`src/rtl/mem_port_arbiter_pkg.sv`:
```
// Shared types and helpers for the single-channel memory port arbiter.
package mem_port_arbiter_pkg;

  typedef enum logic [1:0] {
    ARB_IDLE,
    ARB_READ_WAIT,
    ARB_WRITE_WAIT,
    ARB_RELAY
  } arb_state_t;

  // Single-step modulo wrap, valid for idx < 2*n (all callers add at most n-1).
  function automatic int rr_wrap(input int idx, input int n);
    return (idx >= n) ? idx - n : idx;
  endfunction

endpackage

```
`src/rtl/mem_port_arbiter_if.sv`:
```
// Consumer-side and memory-side handshake bundle of the memory port arbiter.
// The arbiter connects through the slave modport; the surrounding system
// (consumers plus memory) uses the master modport.
interface mem_port_arbiter_if #(
  parameter int NUM_CONSUMERS = 4,
  parameter int ADDR_BITS     = 8,
  parameter int DATA_BITS     = 8
);

  logic [NUM_CONSUMERS-1:0]           consumer_read_valid;
  logic [NUM_CONSUMERS*ADDR_BITS-1:0] consumer_read_address;
  logic [NUM_CONSUMERS-1:0]           consumer_read_ready;
  logic [NUM_CONSUMERS*DATA_BITS-1:0] consumer_read_data;
  logic [NUM_CONSUMERS-1:0]           consumer_write_valid;
  logic [NUM_CONSUMERS*ADDR_BITS-1:0] consumer_write_address;
  logic [NUM_CONSUMERS*DATA_BITS-1:0] consumer_write_data;
  logic [NUM_CONSUMERS-1:0]           consumer_write_ready;

  logic                               mem_read_valid;
  logic [ADDR_BITS-1:0]               mem_read_address;
  logic                               mem_read_ready;
  logic [DATA_BITS-1:0]               mem_read_data;
  logic                               mem_write_valid;
  logic [ADDR_BITS-1:0]               mem_write_address;
  logic [DATA_BITS-1:0]               mem_write_data;
  logic                               mem_write_ready;

  modport slave (
    input  consumer_read_valid, consumer_read_address,
    input  consumer_write_valid, consumer_write_address, consumer_write_data,
    output consumer_read_ready, consumer_read_data, consumer_write_ready,
    output mem_read_valid, mem_read_address,
    output mem_write_valid, mem_write_address, mem_write_data,
    input  mem_read_ready, mem_read_data, mem_write_ready
  );

  modport master (
    output consumer_read_valid, consumer_read_address,
    output consumer_write_valid, consumer_write_address, consumer_write_data,
    input  consumer_read_ready, consumer_read_data, consumer_write_ready,
    input  mem_read_valid, mem_read_address,
    input  mem_write_valid, mem_write_address, mem_write_data,
    output mem_read_ready, mem_read_data, mem_write_ready
  );

endinterface

```
`src/rtl/mem_port_arbiter_rr_pick.sv`:
```
// Round-robin search: first requester at or after rr_ptr, wrapping past the
// last consumer back to consumer 0. Purely combinational.
module mem_port_arbiter_rr_pick
  import mem_port_arbiter_pkg::*;
#(
  parameter int NUM_CONSUMERS = 4
) (
  input  logic [NUM_CONSUMERS-1:0]         req,
  input  logic [$clog2(NUM_CONSUMERS)-1:0] rr_ptr,
  output logic                             found,
  output logic [$clog2(NUM_CONSUMERS)-1:0] idx
);

  localparam int IW = $clog2(NUM_CONSUMERS);

  // Scan from the farthest offset down so the nearest requester is written last and wins.
  always_comb begin
    found = 1'b0;
    idx   = '0;
    for (int k = NUM_CONSUMERS - 1; k >= 0; k--) begin
      if (req[rr_wrap(int'(rr_ptr) + k, NUM_CONSUMERS)]) begin
        found = 1'b1;
        idx   = IW'(rr_wrap(int'(rr_ptr) + k, NUM_CONSUMERS));
      end
    end
  end

endmodule

```
`src/rtl/mem_port_arbiter.sv`:
```
// Shares one external memory channel among NUM_CONSUMERS requesters with
// round-robin grants and a single transaction in flight. Consumers use a
// four-phase handshake: valid held until ready, ready held until valid drops.
module mem_port_arbiter
  import mem_port_arbiter_pkg::*;
#(
  parameter int NUM_CONSUMERS = 4,
  parameter int ADDR_BITS     = 8,
  parameter int DATA_BITS     = 8,
  parameter int WRITE_ENABLE  = 1
) (
  input  logic                             clk,
  input  logic                             reset,
  mem_port_arbiter_if.slave                bus,
  output logic                             busy,
  output logic [$clog2(NUM_CONSUMERS)-1:0] grant_id
);

  localparam int                     IW  = $clog2(NUM_CONSUMERS);
  localparam bit                     WE  = (WRITE_ENABLE != 0);
  localparam logic [NUM_CONSUMERS-1:0] ONE = NUM_CONSUMERS'(1);

  arb_state_t                         state_q, state_d;
  logic [IW-1:0]                      grant_q;
  logic [IW-1:0]                      rr_ptr;
  logic                               xfer_wr_q;
  logic [ADDR_BITS-1:0]               addr_q;
  logic [DATA_BITS-1:0]               wdata_q;
  logic [NUM_CONSUMERS*DATA_BITS-1:0] rdata_q;

  logic [NUM_CONSUMERS-1:0]           rd_req;
  logic [NUM_CONSUMERS-1:0]           wr_req;
  logic                               pick_found;
  logic [IW-1:0]                      pick_idx;
  logic                               owner_valid;
  logic [ADDR_BITS-1:0]               sel_rd_addr;
  logic [ADDR_BITS-1:0]               sel_wr_addr;
  logic [DATA_BITS-1:0]               sel_wr_data;

  // A read-only build never sees write requests at all.
  assign rd_req = bus.consumer_read_valid;
  assign wr_req = WE ? bus.consumer_write_valid : '0;

  mem_port_arbiter_rr_pick #(
    .NUM_CONSUMERS(NUM_CONSUMERS)
  ) u_rr_pick (
    .req    (rd_req | wr_req),
    .rr_ptr (rr_ptr),
    .found  (pick_found),
    .idx    (pick_idx)
  );

  // The owner's valid for the kind of transaction in flight decides when RELAY ends.
  assign owner_valid = xfer_wr_q ? wr_req[grant_q] : rd_req[grant_q];

  // Mux out the winning consumer's request fields for latching in IDLE.
  always_comb begin
    sel_rd_addr = '0;
    sel_wr_addr = '0;
    sel_wr_data = '0;
    for (int i = 0; i < NUM_CONSUMERS; i++) begin
      if (pick_idx == IW'(i)) begin
        sel_rd_addr = bus.consumer_read_address[i*ADDR_BITS +: ADDR_BITS];
        sel_wr_addr = bus.consumer_write_address[i*ADDR_BITS +: ADDR_BITS];
        sel_wr_data = bus.consumer_write_data[i*DATA_BITS +: DATA_BITS];
      end
    end
  end

  // State register; an abandoned memory request is simply dropped on reset.
  always_ff @(posedge clk or negedge reset) begin
    if (!reset) state_q <= ARB_IDLE;
    else        state_q <= state_d;
  end

  // Next-state and handshake outputs, all decoded from registered state.
  always_comb begin
    state_d                  = state_q;
    bus.mem_read_valid       = 1'b0;
    bus.mem_write_valid      = 1'b0;
    bus.consumer_read_ready  = '0;
    bus.consumer_write_ready = '0;
    case (state_q)
      ARB_IDLE: begin
        if (pick_found) state_d = rd_req[pick_idx] ? ARB_READ_WAIT : ARB_WRITE_WAIT;
      end
      ARB_READ_WAIT: begin
        bus.mem_read_valid = 1'b1;
        if (bus.mem_read_ready) state_d = ARB_RELAY;
      end
      ARB_WRITE_WAIT: begin
        bus.mem_write_valid = WE;
        if (bus.mem_write_ready) state_d = ARB_RELAY;
      end
      ARB_RELAY: begin
        if (xfer_wr_q) bus.consumer_write_ready = WE ? (ONE << grant_q) : '0;
        else           bus.consumer_read_ready  = ONE << grant_q;
        if (!owner_valid) state_d = ARB_IDLE;
      end
      default: state_d = ARB_IDLE;
    endcase
  end

  // Grant bookkeeping, request latching, read-data capture and pointer advance.
  always_ff @(posedge clk or negedge reset) begin
    if (!reset) begin
      grant_q   <= '0;
      rr_ptr    <= '0;
      xfer_wr_q <= 1'b0;
      addr_q    <= '0;
      wdata_q   <= '0;
      rdata_q   <= '0;
    end else begin
      case (state_q)
        ARB_IDLE: begin
          if (pick_found) begin
            grant_q   <= pick_idx;
            xfer_wr_q <= !rd_req[pick_idx];
            addr_q    <= rd_req[pick_idx] ? sel_rd_addr : sel_wr_addr;
            wdata_q   <= sel_wr_data;
          end
        end
        ARB_READ_WAIT: begin
          if (bus.mem_read_ready) begin
            for (int i = 0; i < NUM_CONSUMERS; i++) begin
              if (grant_q == IW'(i)) rdata_q[i*DATA_BITS +: DATA_BITS] <= bus.mem_read_data;
            end
          end
        end
        ARB_RELAY: begin
          if (!owner_valid) rr_ptr <= IW'(rr_wrap(int'(grant_q) + 1, NUM_CONSUMERS));
        end
        default: ;
      endcase
    end
  end

  assign busy                   = (state_q != ARB_IDLE);
  assign grant_id               = grant_q;
  assign bus.consumer_read_data = rdata_q;
  assign bus.mem_read_address   = addr_q;
  assign bus.mem_write_address  = WE ? addr_q : '0;
  assign bus.mem_write_data     = WE ? wdata_q : '0;

endmodule

```
`src/flat_wrapper.sv`:
```
// flat-port wrapper written by rule: the top's interface ports become plain ports
module mem_port_arbiter_flat import mem_port_arbiter_pkg::*;
#(
  parameter int NUM_CONSUMERS = 4,
  parameter int ADDR_BITS     = 8,
  parameter int DATA_BITS     = 8,
  parameter int WRITE_ENABLE  = 1
)
  (clk, reset, busy, grant_id, bus_consumer_read_valid, bus_consumer_read_address, bus_consumer_write_valid, bus_consumer_write_address, bus_consumer_write_data, bus_consumer_read_ready, bus_consumer_read_data, bus_consumer_write_ready, bus_mem_read_valid, bus_mem_read_address, bus_mem_write_valid, bus_mem_write_address, bus_mem_write_data, bus_mem_read_ready, bus_mem_read_data, bus_mem_write_ready);
  mem_port_arbiter_if #(.NUM_CONSUMERS(NUM_CONSUMERS), .ADDR_BITS(ADDR_BITS), .DATA_BITS(DATA_BITS)) bus_i ();
  input  logic clk;
  input  logic reset;
  output logic busy;
  output logic [$clog2(NUM_CONSUMERS)-1:0] grant_id;
  input wire logic [$bits(bus_i.consumer_read_valid)-1:0] bus_consumer_read_valid;
  input wire logic [$bits(bus_i.consumer_read_address)-1:0] bus_consumer_read_address;
  input wire logic [$bits(bus_i.consumer_write_valid)-1:0] bus_consumer_write_valid;
  input wire logic [$bits(bus_i.consumer_write_address)-1:0] bus_consumer_write_address;
  input wire logic [$bits(bus_i.consumer_write_data)-1:0] bus_consumer_write_data;
  output wire logic [$bits(bus_i.consumer_read_ready)-1:0] bus_consumer_read_ready;
  output wire logic [$bits(bus_i.consumer_read_data)-1:0] bus_consumer_read_data;
  output wire logic [$bits(bus_i.consumer_write_ready)-1:0] bus_consumer_write_ready;
  output wire logic [$bits(bus_i.mem_read_valid)-1:0] bus_mem_read_valid;
  output wire logic [$bits(bus_i.mem_read_address)-1:0] bus_mem_read_address;
  output wire logic [$bits(bus_i.mem_write_valid)-1:0] bus_mem_write_valid;
  output wire logic [$bits(bus_i.mem_write_address)-1:0] bus_mem_write_address;
  output wire logic [$bits(bus_i.mem_write_data)-1:0] bus_mem_write_data;
  input wire logic [$bits(bus_i.mem_read_ready)-1:0] bus_mem_read_ready;
  input wire logic [$bits(bus_i.mem_read_data)-1:0] bus_mem_read_data;
  input wire logic [$bits(bus_i.mem_write_ready)-1:0] bus_mem_write_ready;
  assign bus_i.consumer_read_valid = bus_consumer_read_valid;
  assign bus_i.consumer_read_address = bus_consumer_read_address;
  assign bus_i.consumer_write_valid = bus_consumer_write_valid;
  assign bus_i.consumer_write_address = bus_consumer_write_address;
  assign bus_i.consumer_write_data = bus_consumer_write_data;
  assign bus_consumer_read_ready = bus_i.consumer_read_ready;
  assign bus_consumer_read_data = bus_i.consumer_read_data;
  assign bus_consumer_write_ready = bus_i.consumer_write_ready;
  assign bus_mem_read_valid = bus_i.mem_read_valid;
  assign bus_mem_read_address = bus_i.mem_read_address;
  assign bus_mem_write_valid = bus_i.mem_write_valid;
  assign bus_mem_write_address = bus_i.mem_write_address;
  assign bus_mem_write_data = bus_i.mem_write_data;
  assign bus_i.mem_read_ready = bus_mem_read_ready;
  assign bus_i.mem_read_data = bus_mem_read_data;
  assign bus_i.mem_write_ready = bus_mem_write_ready;
  mem_port_arbiter #(.NUM_CONSUMERS(NUM_CONSUMERS), .ADDR_BITS(ADDR_BITS), .DATA_BITS(DATA_BITS), .WRITE_ENABLE(WRITE_ENABLE)) u_core (.clk(clk), .reset(reset), .bus(bus_i), .busy(busy), .grant_id(grant_id));
endmodule
```
`config.mk`:
```
export PLATFORM = sky130hd
export DESIGN_NAME = mem_port_arbiter_flat
export DESIGN_NICKNAME = d
export VERILOG_FILES = /design/src/rtl/mem_port_arbiter_pkg.sv /design/src/rtl/mem_port_arbiter_if.sv /design/src/rtl/mem_port_arbiter_rr_pick.sv /design/src/rtl/mem_port_arbiter.sv /design/src/flat_wrapper.sv
export SDC_FILE = /design/constraint.sdc
export NUM_CORES = 1
export LEC_CHECK = 0
export BUFFER_PORTS_ARGS = -buffer_cell sky130_fd_sc_hd__clkbuf_2
export CAP_MARGIN = 20
export CELL_PAD_IN_SITES_DETAIL_PLACEMENT = 0
export CELL_PAD_IN_SITES_GLOBAL_PLACEMENT = 1
export CORE_MARGIN = 4
export CORE_UTILIZATION = 35
export DETAILED_ROUTE_END_ITERATION = 10
export PLACE_DENSITY = 0.95
export RECOVER_POWER = 50
export SYNTH_ARGS = -nofsm -noshare
export SYNTH_HDL_FRONTEND = slang
export SYNTH_SLANG_ARGS = --single-unit
export TNS_END_PERCENT = 5
```
`constraint.sdc`:
```
create_clock -name clk -period 3.6 [get_ports clk]
set_clock_uncertainty 0.2 [all_clocks]
set_input_delay 0 -clock clk [delete_from_list [all_inputs] [get_ports clk]]
set_output_delay 0 -clock clk [all_outputs]
set_load 0.05 [all_outputs]
```
==> results of run 1 <==
-- power by group through the flow --
| stage | Sequential [W] | Clock [W] | Combinational (W) |
|---|---|---|---|
| 2_1_floorplan | 0.00209 | 0 | 0.00159 |
| 3_3_place_gp | 0.00115 | 0 | 0.00313 |
| 3_5_place_dp | 0.00117 | 0 | 0.00318 |
| 4_1_cts | 0.00116 | 0.000368 | 0.00347 |
| 5_1_grt | 0.00120 | 0.000389 | 0.00365 |
| 6_report | 0.00116 | 0.000358 | 0.00342 |
-- kinds of logic (layout without fill, tap and decap cells) --
group           Yosys count  count (layout)  share of synthesized area, %
simple gates             80              80                          10.8
compound gates           84              84                          17.3
mux                      64              64                          21.6
buf+inv                  37             269                          5.80
flops                    55              55                          41.4
fa+ha+maj                 8               8                          3.01
-- flip-flops by register name, indices dropped and copies added (netlist names) --
| name | count |
|---|---|
| u_core.bus.consumer_read_data | 32 |
| u_core.bus.mem_read_address | 8 |
| u_core.bus.mem_write_data | 8 |
| u_core.grant_id | 2 |
| u_core.rr_ptr | 2 |
| u_core.state_q | 2 |
| u_core.xfer_wr_q | 1 |
-- worst paths after layout --
| path | endpoint | startpoint |
|---|---|---|
| max | u_core.bus.mem_write_data[7]$_DFFE_PN0P_ | u_core.rr_ptr[1]$_DFFE_PN0P_ |
| min | u_core.bus.mem_read_address[2]$_DFFE_PN0P_ | bus_consumer_write_address[2] |
| max reg2reg | u_core.bus.mem_write_data[7]$_DFFE_PN0P_ | u_core.rr_ptr[1]$_DFFE_PN0P_ |
| min reg2reg | u_core.bus.mem_write_data[7]$_DFFE_PN0P_ | u_core.bus.mem_write_data[7]$_DFFE_PN0P_ |
| max in group asynchronous | u_core.rr_ptr[1]$_DFFE_PN0P_ | reset |
| min in group asynchronous | u_core.bus.consumer_read_data[13]$_DFFE_PN0P_ | reset |
-- cells in the mapped netlist (all sizes together) --
cell type and instances:
o221ai 1, o21ai 13, o21bai 1, o32a 1, inv 9, nand4b 1, nor2 14, o221a 1
a221o 14, nand2 44, ha 8, nand3 4, mux2i 21, or2 4, a22oi 1, o21ba 1
o32ai 2, a31oi 7, nor3b 1, o211ai 1, o31a 4, mux4 2, a211oi 4, mux2 41
or3 1, a311oi 1, and2 4, buf 17, nor3 3, dfrtp 55, and3 4, clkbuf 11
a21oi 32
-- through the flow --
step	utilization, %	hold slack [ps]
floorplan	-	-496
finish	53.6	-4.60
detailed placement	46.4	-154
CTS	54.3	11.1
global placement	46.4	-165
global route	53.6	46.7
-- per-layer routing --
layer / part of all wire (%) / wire length, um / up-vias / GRT usage, %
met5: 0 / 0 / - / 0
met4: 2.9 / 329 / 0 / 7.87
met3: 6.6 / 740 / 34 / 4.84
met2: 53 / 5970 / 150 / 36.7
met1: 38 / 4230 / 1670 / 21.9
li1: - / - / 1641 / -
-- critical path: cells and delay by family, from the launching register on --
kind / cells / cell delay, ps
AOI/OAI and AO/OA: 2 / 240
buffers and inverters: 3 / 1410
DFF: 1 / 470
muxes: 2 / 410
and+or+nand+nor: 2 / 600
-- layout make-up --
class                   count  share of cell area [%]
clock inverters             3                   0.480
multi-input cells         236                    35.8
repair buffers            252                    30.6
well taps                 129                    3.26
inverters                   9                   0.682
clock buffers               5                    1.39
flip-flops and latches     55                    27.8
-- timing repair --
| action | 4_1_cts | 5_1_grt |
|---|---|---|
| gates resized for setup | 0 | 4 |
| hold endpoints to repair | 71 | 0 |
| endpoints found under the setup margin | 0 | 10 |
| hold buffers | 64 | 0 |
==> load_flow_metrics.sql, run 1 <==
INSERT INTO impl_metrics (metric_group, metric, value, unit) VALUES
('clocking', 'tritoncts_clock_tree', 'done', ''),
('drt', 'drt-wirelength-per-cell', '16.3', 'um'),
('sta', 'fin_crit_sh', '94.7', '%'),
('placement', 'gp_congestion', '0.851', ''),
('sta', 'worstMarginPinSlew', '1280', 'ps'),
('drt', 'avgViaCountPerCell', '5.07', ''),
('synth', 'synth_area', '0.00332', 'mm2'),
('power_and_ir_drop', 'max-vdd-ir-drop', '0.516', 'mV'),
('sta', 'hold_viol_final', '1', ''),
('clocking', 'clk-insertion-delay-late', '310', 'ps'),
('worst_setup_path', 'critical_path_class', 'flip-flop to flip-flop', ''),
('cells_and_area', 'layout.cells.most_common', 'sky130_fd_sc_hd__clkbuf_2', ''),
('synth', 'synth_seq_cells', '55', ''),
('global_route', 'grt_util_all_layers', '19.9', '%'),
('synth', 'synth.yosys.seq_area_share', '41.4', '%'),
('placement', 'dpl-instance-area', '0.00428', 'mm2'),
('cells_and_area', 'antenna-diode-count', '0', ''),
('sta', 'max_freq', '0.293', 'GHz'),
('cells_and_area', 'layout.cell_area.non_filler', '0.00496', 'mm2'),
('worst_setup_path', 'delay_of_the_slowest_cell_on_the_worst_path', '580', 'ps'),
('sta', 'report.final.setup_viol', '0', ''),
('synth', 'syn_avg_cell_area', '10.1', 'um2'),
('sta', 'setup_ws', '190', 'ps'),
('clocking', 'cts_htree_levels', '2', ''),
('worst_setup_path', 'crit_top_cell', 'sky130_fd_sc_hd__dlygate4sd3_1', ''),
('run_status', 'outcome', 'complete, but fails checks', ''),
('worst_setup_path', 'cp-end-kind', 'flip-flop', ''),
('synth', 'syn_inst', '328', ''),
('synth', 'post-synth-top-area-fraction', '41.4', '%'),
('cells_and_area', 'finished_layout_cells', '689', ''),
('clocking', 'cts-buffers-inserted', '5', ''),
('placement', 'io_buffer_count', '184', ''),
('synth', 'yosys-top-cells-area', 'sky130_fd_sc_hd__dfrtp_1 41%, sky130_fd_sc_hd__mux2_2 13%, sky130_fd_sc_hd__mux2i_1 6.3%', ''),
('power_and_ir_drop', 'switching_power', '0.00275', 'W'),
('synth', 'synthDominantAreaCellType', 'sky130_fd_sc_hd__dfrtp_1', ''),
('power_and_ir_drop', 'switching_share', '55.7', '%'),
('min_path', 'worstHoldPathType', 'primary input to flip-flop', ''),
('cells_and_area', 'fill_cell_total_of_the_finished_layout', '869', ''),
('floorplan', 'design.portCount', '185', ''),
('drt', 'postRouteAntennaNets', '0', ''),
('global_route', 'globalRoute.totalOverflow', '0', ''),
('drt', 'dr.first_iter.drc_count', '215', ''),
('worst_setup_path', 'critPathLaunchType', 'flip-flop', ''),
('floorplan', 'chipHeight', '105', 'um'),
('placement', 'place_inst', '617', ''),
('worst_setup_path', 'cell_depth_of_the_worst_flop_to_flop_path', '9', ''),
('power_and_ir_drop', 'clock_power_share', '7.2', '%'),
('placement', 'pre_cts_ws', '788', 'ps'),
('synth', 'synth.yosys.warnings', '0', ''),
('clocking', 'post-cts-setup-buffers', '0', ''),
('drt', 'routed_wl', '11.3', 'mm'),
('global_route', 'grt_pass1_vias', '3766', ''),
('clocking', 'cts_buffer_depth', '2', ''),
('clocking', 'path_clk_slew', '110', 'ps'),
('sta', 'rsz0062_at_grt', 'false', ''),
('floorplan', 'std_cell_rows', '35', ''),
('cells_and_area', 'multiInputGateArea', '0.00177', 'mm2'),
('clocking', 'clock_root_buffer_master', 'sky130_fd_sc_hd__clkbuf_8', ''),
('drt', 'detail_route.first_pass.iterations', '4', ''),
('floorplan', 'core_area', '0.00924', 'mm2'),
('run', 'max_cap_violations', '0', ''),
('power_and_ir_drop', 'power.density_cell_area', '997', 'mW/mm2'),
('sta', 'finalMaxSlewViolations', '0', ''),
('sta', 'hold-worst-slack', '-4.60', 'ps'),
('worst_setup_path', 'critPathMaxFanout', '22', ''),
('drt', 'drcViolationCount', '0', ''),
('run_status', 'failing_checks', 'hold timing', ''),
('floorplan', 'starting_density_of_the_core', '36.0', '%'),
('cells_and_area', 'areaGrowthSynthToFinish', '49.2', '%'),
('sta', 'timing.final.crit_period', '3410', 'ps'),
('worst_setup_path', 'crit_arrival', '3440', 'ps');
No activity file was read; power rests on OpenSTA's default activity.
==> inputs of run 2 (changes only) <==
--- a/config.mk
+++ b/config.mk
@@ -5,13 +5,14 @@
 export SDC_FILE = /design/constraint.sdc
 export NUM_CORES = 1
 export LEC_CHECK = 0
-export BUFFER_PORTS_ARGS = -buffer_cell sky130_fd_sc_hd__clkbuf_2
+export BUFFER_PORTS_ARGS = -buffer_cell sky130_fd_sc_hd__buf_2
 export CAP_MARGIN = 20
 export CELL_PAD_IN_SITES_DETAIL_PLACEMENT = 0
 export CELL_PAD_IN_SITES_GLOBAL_PLACEMENT = 1
 export CORE_MARGIN = 4
 export CORE_UTILIZATION = 35
 export DETAILED_ROUTE_END_ITERATION = 10
+export MAX_ROUTING_LAYER = met4
 export PLACE_DENSITY = 0.95
 export RECOVER_POWER = 50
 export SYNTH_ARGS = -nofsm -noshare
==> run 2 against run 1 <==
Against the previous run:
- the run now ends clean
- global-route usage grew 1.2 points
- total power is 1.3% higher
- non-clock buffer count is 1 lower
- clock power grew 20%
==> load_flow_metrics.sql, run 2 (synthesis gave the netlist of run 1 again) <==
INSERT INTO impl_metrics (metric_group, metric, value, unit) VALUES
('run_status', 'outcome', 'complete, no violations', ''),
('run', 'max_cap_violations', '0', ''),
('worst_setup_path', 'crit_arrival', '3500', 'ps'),
('drt', 'drt-wirelength-per-cell', '16.7', 'um'),
('drt', 'via_count', '3503', ''),
('clocking', 'clock_root_buffer_master', 'sky130_fd_sc_hd__clkbuf_8', ''),
('cells_and_area', 'layout.cells.most_common', 'sky130_fd_sc_hd__buf_2', ''),
('placement', 'gp_congestion', '0.852', ''),
('global_route', 'grt_first_pass_wirelength', '18.6', 'mm'),
('sta', 'fin_crit_sh', '96.3', '%'),
('floorplan', 'floorplan.die.width', '105', 'um'),
('clocking', 'post-cts-setup-buffers', '0', ''),
('worst_setup_path', 'endpoint', 'u_core.bus.mem_write_data[4]$_DFFE_PN0P_', ''),
('cells_and_area', 'final_layout_size_suffix_gt1_share', '32.6', '%'),
('power_and_ir_drop', 'max-vdd-ir-drop', '0.433', 'mV'),
('worst_setup_path', 'startpoint', 'u_core.rr_ptr[1]$_DFFE_PN0P_', ''),
('clocking', 'path_clk_slew', '100', 'ps'),
('global_route', 'initial_antenna_violation_count', '2', ''),
('clocking', 'cts_htree_levels', '2', ''),
('cells_and_area', 'areaGrowthSynthToFinish', '49.4', '%'),
('worst_setup_path', 'timing.reg2reg.setup_slack', '130', 'ps'),
('min_path', 'worstHoldPathType', 'primary input to flip-flop', ''),
('sta', 'rsz0062_at_grt', 'true', ''),
('worst_setup_path', 'critPathMaxFanout', '48', ''),
('drt', 'dr.first_iter.drc_count', '284', ''),
('sta', 'finalMaxSlewViolations', '0', ''),
('worst_setup_path', 'rr_endpoint', 'u_core.bus.mem_write_data[4]$_DFFE_PN0P_', ''),
('drt', 'avgViaCountPerCell', '5.08', ''),
('floorplan', 'std_cell_rows', '35', ''),
('global_route', 'maximum_number_of_pins_on_one_net_before_global_route_repair', '49', ''),
('clocking', 'cts_buffer_depth', '2', ''),
('clocking', 'clk-insertion-delay-late', '310', 'ps'),
('sta', 'timing.final.crit_period', '3470', 'ps'),
('worst_setup_path', 'critical_path_class', 'flip-flop to flip-flop', ''),
('cells_and_area', 'top_library_cells_by_usage_in_the_layout_fill_and_taps_aside', '125 x sky130_fd_sc_hd__buf_2, 64 x sky130_fd_sc_hd__dlygate4sd3_1, 60 x sky130_fd_sc_hd__clkbuf_1', ''),
('min_path', 'hp-start', 'bus_mem_read_ready', ''),
('sta', 'setup_total_negative_slack', '0', 'ps'),
('power_and_ir_drop', 'power.leakage', '2.30', 'nW'),
('cells_and_area', 'finish.net_count', '682', ''),
('sta', 'worstMarginPinSlew', '1480', 'ps'),
('floorplan', 'core_area', '0.00924', 'mm2'),
('global_route', 'grt_pass1_vias', '3802', ''),
('sta', 'hold_viol_final', '0', ''),
('cells_and_area', 'layout.cell_area.non_filler', '0.00496', 'mm2'),
('cells_and_area', 'fill_cell_total_of_the_finished_layout', '874', ''),
('floorplan', 'chipHeight', '105', 'um'),
('clocking', 'clock_sinks', '55', ''),
('floorplan', 'design.portCount', '185', ''),
('placement', 'hpwlAfterDp', '8.23', 'mm'),
('floorplan', 'starting_density_of_the_core', '36.0', '%'),
('sta', 'max-slew-margin-rel', '1.50', '%'),
('sta', 'max_freq', '0.288', 'GHz'),
('drt', 'postRouteAntennaNets', '0', ''),
('floorplan', 'floorplan.die_area', '0.0111', 'mm2'),
('placement', 'io_buffer_count', '184', ''),
('power_and_ir_drop', 'power.density_cell_area', '1010', 'mW/mm2'),
('worst_setup_path', 'cell_depth_of_the_worst_flop_to_flop_path', '9', ''),
('cells_and_area', 'largest_register_ffs', '32', ''),
('global_route', 'grt_util_all_layers', '21.1', '%'),
('clocking', 'tritoncts_clock_tree', 'done', ''),
('worst_setup_path', 'critPathLaunchType', 'flip-flop', ''),
('worst_setup_path', 'cp-end-kind', 'flip-flop', ''),
('sta', 'report.final.setup_viol', '0', ''),
('placement', 'dpl-instance-area', '0.00428', 'mm2'),
('worst_setup_path', 'worstReg2RegStart', 'u_core.rr_ptr[1]$_DFFE_PN0P_', ''),
('worst_setup_path', 'crit_required', '3630', 'ps'),
('drt', 'detail_route.first_pass.iterations', '4', ''),
('sta', 'hold-worst-slack', '10.0', 'ps'),
('drt', 'routed_wl', '11.5', 'mm'),
('clocking', 'cts-buffers-inserted', '5', ''),
('cells_and_area', 'final_core_util', '53.7', '%'),
('drt', 'drcViolationCount', '0', ''),
('global_route', 'globalRoute.totalOverflow', '0', '');
run 2: per-layer routing:
| metal | share of wire, % | routed length, um | track usage [%] | vias to the layer above |
|---|---|---|---|---|
| met5 | 0 | 0 | - | - |
| met4 | 2.4 | 279 | 6.09 | 0 |
| met3 | 6.8 | 783 | 4.23 | 25 |
| met2 | 53 | 6070 | 38.6 | 156 |
| met1 | 38 | 4410 | 23.1 | 1674 |
| li1 | - | - | - | 1648 |
run 2: what timing repair did:
| action | CTS | global route |
|---|---|---|
| endpoints found under the hold margin | 72 | 0 |
| hold buffers | 64 | 0 |
| gates resized for setup | 0 | 2 |
| endpoints found under the setup margin | 0 | 11 |
run 2: through the flow:
| step | instances | setup slack [ps] | power [W] |
|---|---|---|---|
| 5_1_grt | 690 | -96.0 | 0.00530 |
| 3_3_place_gp | 616 | 927 | 0.00428 |
| 6_report | 690 | 133 | 0.00500 |
| 3_5_place_dp | 616 | 813 | 0.00436 |
| 2_1_floorplan | 328 | 1330 | 0.00368 |
| 4_1_cts | 688 | 45.9 | 0.00507 |
run 2: layout make-up:
class / instances / area (um2) / area share, %
flip-flops and latches: 55 / 1380 / 27.7
well taps: 129 / 161 / 3.25
multi-input cells: 236 / 1760 / 35.5
diodes: 2 / 5.00 / 0.101
clock buffers: 6 / 72.6 / 1.46
repair buffers: 251 / 1510 / 30.5
inverters: 9 / 33.8 / 0.681
clock inverters: 2 / 38.8 / 0.782
run 2: critical path, cell delays in order, from the launching register on:
cell                            delay [ps]
sky130_fd_sc_hd__dfrtp_1               470
sky130_fd_sc_hd__nor3_1                100
sky130_fd_sc_hd__a211oi_2              550
sky130_fd_sc_hd__nor3_4                 90
sky130_fd_sc_hd__buf_6                 260
sky130_fd_sc_hd__mux2i_1               160
sky130_fd_sc_hd__dlygate4sd3_1         580
sky130_fd_sc_hd__mux2_1                280
sky130_fd_sc_hd__dlygate4sd3_1         560
sky130_fd_sc_hd__o21ai_1               130
run 2: worst min-delay path by stage:
stage / cells past startpoint / endpoint
3_5_place_dp: 1 / u_core.bus.mem_read_address[0]$_DFFE_PN0P_
4_1_cts: 5 / u_core.state_q[1]$_DFFE_PN0P_
3_3_place_gp: 1 / u_core.state_q[1]$_DFFE_PN0P_
5_1_grt: 5 / u_core.state_q[1]$_DFFE_PN0P_
2_1_floorplan: 0 / u_core.bus.consumer_read_data[0]$_DFFE_PN0P_
6_report: 5 / u_core.state_q[1]$_DFFE_PN0P_
run 2: where the power goes:
part,internal (W),leakage [nW],switching (W)
Clock,0.000211,0.0558,0.000218
Sequential,0.000929,0.666,0.000225
Combinational,0.00111,1.58,0.00231
